**src/rtl/emergency_preempt.sv**
```systemverilog
// Emergency request qualifier: debounces the siren detector, merges the manual override and
// drives a clean Emergency level with minimum/maximum hold and a post-release lockout.
module emergency_preempt #(
    parameter int unsigned DEBOUNCE_CYC = 8,
    parameter int unsigned HOLD_MIN     = 16,
    parameter int unsigned HOLD_MAX     = 64,
    parameter int unsigned COOLDOWN     = 32,
    parameter int unsigned CNT_W        = 8
) (
    input  logic       Clk,
    input  logic       reset,
    input  logic       siren_det,
    input  logic       manual_req,
    input  logic       manual_clr,
    output logic       Emergency,
    output logic       lockout,
    output logic       timeout_flag,
    output logic [1:0] state_o,
    output logic [7:0] event_cnt
);

    typedef enum logic [1:0] {
        StIdle     = 2'b00,
        StQualify  = 2'b01,
        StActive   = 2'b10,
        StCooldown = 2'b11
    } state_e;

    localparam logic [CNT_W-1:0] DebLast     = CNT_W'(DEBOUNCE_CYC);
    localparam logic [CNT_W-1:0] HoldMinLast = CNT_W'(HOLD_MIN - 1);
    localparam logic [CNT_W-1:0] HoldMaxLast = CNT_W'(HOLD_MAX - 1);
    localparam logic [CNT_W-1:0] CoolLast    = CNT_W'(COOLDOWN - 1);
    localparam logic [CNT_W-1:0] CntOne      = CNT_W'(1);
    localparam logic [CNT_W-1:0] CntSat      = '1;

    state_e           state_q, state_d;
    logic             det_meta_q, det_s_q;
    logic [CNT_W-1:0] q_cnt_q, q_cnt_d;
    logic [CNT_W-1:0] h_cnt_q, h_cnt_d;
    logic [CNT_W-1:0] c_cnt_q, c_cnt_d;
    logic             timeout_q, timeout_d;
    logic [7:0]       event_q, event_d;
    logic             emergency_q, lockout_q;
    logic             enter_active;

    always_comb begin
        state_d      = state_q;
        q_cnt_d      = q_cnt_q;
        h_cnt_d      = h_cnt_q;
        c_cnt_d      = c_cnt_q;
        timeout_d    = timeout_q & ~manual_clr;
        enter_active = 1'b0;
        unique case (state_q)
            StIdle: begin
                if (manual_req) begin
                    enter_active = 1'b1;
                end else if (det_s_q) begin
                    state_d = StQualify;
                    q_cnt_d = CntOne;
                end
            end
            StQualify: begin
                if (manual_req) begin
                    enter_active = 1'b1;
                end else if (!det_s_q) begin
                    state_d = StIdle;
                end else if (q_cnt_q == DebLast) begin
                    enter_active = 1'b1;
                end else begin
                    q_cnt_d = q_cnt_q + CntOne;
                end
            end
            StActive: begin
                // Exit priority: clear, manual hold, max-hold timeout, detector release.
                if (manual_clr) begin
                    state_d = StCooldown;
                    c_cnt_d = '0;
                end else if (manual_req) begin
                    h_cnt_d = (h_cnt_q == CntSat) ? h_cnt_q : h_cnt_q + CntOne;
                end else if (h_cnt_q == HoldMaxLast) begin
                    state_d   = StCooldown;
                    c_cnt_d   = '0;
                    timeout_d = 1'b1;
                end else if (!det_s_q && (h_cnt_q >= HoldMinLast)) begin
                    state_d = StCooldown;
                    c_cnt_d = '0;
                end else begin
                    h_cnt_d = (h_cnt_q == CntSat) ? h_cnt_q : h_cnt_q + CntOne;
                end
            end
            StCooldown: begin
                if (manual_req) begin
                    enter_active = 1'b1;
                end else if (c_cnt_q == CoolLast) begin
                    state_d = StIdle;
                end else begin
                    c_cnt_d = c_cnt_q + CntOne;
                end
            end
            default: state_d = StIdle;
        endcase
        if (enter_active) begin
            state_d = StActive;
            h_cnt_d = '0;
        end
        event_d = (enter_active && (event_q != 8'hFF)) ? event_q + 8'd1 : event_q;
    end

    always_ff @(posedge Clk) begin
        if (!reset) begin
            det_meta_q  <= 1'b0;
            det_s_q     <= 1'b0;
            state_q     <= StIdle;
            q_cnt_q     <= '0;
            h_cnt_q     <= '0;
            c_cnt_q     <= '0;
            timeout_q   <= 1'b0;
            event_q     <= 8'd0;
            emergency_q <= 1'b0;
            lockout_q   <= 1'b0;
        end else begin
            det_meta_q  <= siren_det;
            det_s_q     <= det_meta_q;
            state_q     <= state_d;
            q_cnt_q     <= q_cnt_d;
            h_cnt_q     <= h_cnt_d;
            c_cnt_q     <= c_cnt_d;
            timeout_q   <= timeout_d;
            event_q     <= event_d;
            // Output flops track the next state so they always equal a decode of state_q.
            emergency_q <= (state_d == StActive);
            lockout_q   <= (state_d == StCooldown);
        end
    end

    assign Emergency    = emergency_q;
    assign lockout      = lockout_q;
    assign timeout_flag = timeout_q;
    assign state_o      = state_q;
    assign event_cnt    = event_q;

endmodule

```
**config.mk**
```make
export PLATFORM = sky130hd
export DESIGN_NAME = emergency_preempt
export DESIGN_NICKNAME = d
export VERILOG_FILES = /design/src/rtl/emergency_preempt.sv
export SDC_FILE = /design/constraint.sdc
export NUM_CORES = 1
export LEC_CHECK = 0
export CAP_MARGIN = 40
export CORE_MARGIN = 2
export CORE_UTILIZATION = 51
export CTS_CLUSTER_DIAMETER = 120
export DETAILED_ROUTE_END_ITERATION = 10
export GPL_ROUTABILITY_DRIVEN = 0
export PLACE_DENSITY = 0.82
export SYNTH_ARGS = -nofsm -noshare
export SYNTH_HDL_FRONTEND = slang
export SYNTH_SLANG_ARGS = --single-unit
export TNS_END_PERCENT = 30
```
**constraint.sdc**
```tcl
create_clock -name Clk -period 1.95 [get_ports Clk]
set_clock_uncertainty 0.1 [all_clocks]
set_input_delay 0.39 -clock Clk [delete_from_list [all_inputs] [get_ports Clk]]
set_output_delay 0.39 -clock Clk [all_outputs]
set_load 0.02 [all_outputs]
```
==> metrics.txt <==
outcome complete, but fails checks; failing checks setup timing; Pwr Density 926.3 mW/mm^2; ant diodes 0; post-synthesis sequential area ratio 0.3814; post-route minimum period 2.090 ns; Mapped Area 0.002047 sq mm; Max Slew Vio Count 0; clk slew on worst S/H paths 0.08 ns; Avg WL per Cell 15.73 um; Slew HR 0.4798; Ys Warns 0; number of flops mapped to enable cells by yosys 0; startpoint class of the critical path register; Worst-Margin Slew 0.7743 ns; f_max 478.4 MHz; Seq cells post-synth 39; GRT Util Overall 0.2278; Hold Violations, Final 0; chip height 67.36 um; Vias 1983; CTS Buf Count 5; layout overhead on the synthesized area 41.87%; Critical Path AT 2.19 ns; peak supply drop 998.9 uV; CP Max Fanout 5; Starting Density 0.5192; most frequent cells after synthesis dfxtp_1 (39), nor2_1 (26), nand2_1 (17); Avg Cell Area, Syn 8.674 sq um; Clock Sinks 39; die area 0.004537 sq mm; number of port buffers 17; CP required 2.05 ns; cell taking the most area after synthesis dfxtp_1; CP Capture Type register; setup ws final -0.1404 ns; Synth async-reset ratio 0; grt ovf 0; final net count 312; Final ANT Viol Nets 0; Yosys cell types 48; drt pass-1 iters 4; clk root buf clkbuf_8; Mapped Nets 250; num ports 18; Core Area 0.003943 sq mm; Area contributors post-synth dfxtp_1 (38%), ha_1 (5.5%), nor2_1 (4.8%), xnor2_1 (4.3%), nand3_1 (3.4%); share of the synthesized area in the top cell type 0.3814; CTS tree done; largest net degree at the start of global routing 14; Worst-Skew Late Latency 0.31 ns; Bufs on Longest Clock Path 2; most frequent cell after synthesis dfxtp_1; vias in the first global route 1831; DP Cell Count 336; Cell Rows 23; vias per cell 5.682; setup violators final 18; Placement Cell Area 0.002582 sq mm; hpwl dp 3353 um; DRC viols 0; P_leak 1.122 nW; Non-Filler Instances 349; initial antenna violation count 0; Hold/Removal Path Class reg -> reg; RSZ-0062 raised after global routing true; wirelength, routed 5489 um; design area 0.002904 sq mm; Sum Neg Setup Slack -0.8033 ns; Post-Syn Instances 236; ys flop type dfxtp_1; Max-cap violations 0; CTS Hold Bufs 0; crit share post-route 1.072; width of the die 67.36 um; Worst Setup Path Type reg -> reg; fraction of layout cells with a size suffix above 1 0.3077; DRT iter0 DRCs 172; first-pass GRT wire length 7755 um; htree depth 2
==> report_power, final <==
group,internal [mW],switching [mW]
Clock,0.421,0.309
Sequential,0.853,0.0400
Combinational,0.540,0.527
Total,1.81,0.876
==> area by class of cell <==
class                      instances  area [sq um]
multi-input combinational        178          1349
fill                             244          1039
sequential                        39         792.0
timing repair buffer              62         534.3
clock buffer                       6         82.58
tap                               50         62.56
inverter                          12         45.04
clock inverter                     2         38.79
==> final timing paths <==
check             cells after the start        from  slack (ns)            to
hold / removal                        1  det_meta_q        0.37       det_s_q
hold reg to reg                       1  det_meta_q        0.37       det_s_q
setup / recovery                     10  state_o[0]       -0.14  event_cnt[2]
setup reg to reg                     10  state_o[0]       -0.14  event_cnt[2]
==> layer usage <==
layer,track usage,share of wire,up-vias
li1,-,-,957
met1,0.2614,0.41,951
met2,0.3861,0.52,63
met3,0.06833,0.049,12
met4,0.1097,0.022,0
met5,0,0,-
==> repair_timing <==
action | 4_1_cts | 5_1_grt
pin swaps | 0 | 10
resized for setup | 5 | 32
endpoints found under the setup margin | 28 | 27
hold endpoints to repair | 0 | 0
setup buffers | 0 | 6
==> critical path: stages (launching register included) <==
cell and delay, ns:
dfxtp_4 0.37, buf_12 0.11, ha_4 0.17, inv_2 0.05
a21o_1 0.19, a221oi_4 0.31, buf_4 0.16, buf_6 0.10
o211ai_1 0.11, xnor2_1 0.15, and2_1 0.16
==> sequential cells by signal, indices dropped and copies added (netlist names) <==
register and cells:
c_cnt_q 8, event_cnt 8, h_cnt_q 8, q_cnt_q 8, state_o 2, Emergency 1
det_meta_q 1, det_s_q 1, lockout 1, timeout_flag 1
==> placed cells by master, fill, tap and decap left out, drive strengths merged, types with 7 or more instances in the layout <==
cell           count
buf               46
dfxtp             39
nor2              26
nand2             17
clkdlybuf4s50     14
nand3             14
inv               13
o21ai             11
xnor2             10
ha                 9
a21oi              8
a21boi             7
==> per-stage QoR <==
stage                     total power, mW  setup slack, ns  utilization  hold slack (ns)
after global placement              1.740          -0.4446       0.6550           0.3256
final                               2.690          -0.1404       0.7366           0.3675
after floorplan                     1.383         -0.09064            -           0.3119
after global routing                2.808          -0.2214       0.7366           0.4016
after detailed placement            1.758          -0.4827       0.6550           0.3236
after CTS                           2.514          -0.1078       0.6912           0.3441
==> cells by family after synthesis <==
family                     count (synthesis)  synth area share
adders and majority gates                  9           0.05501
DFF                                       39            0.3814
AOI/OAI and AO/OA                         48            0.1864
and+or+nand+nor                          103            0.2561
muxes                                      3           0.01467
xor gates and xnor gates                  15           0.06418
buffers and inverters                     19           0.04217
(Power assumes the default switching activity.)
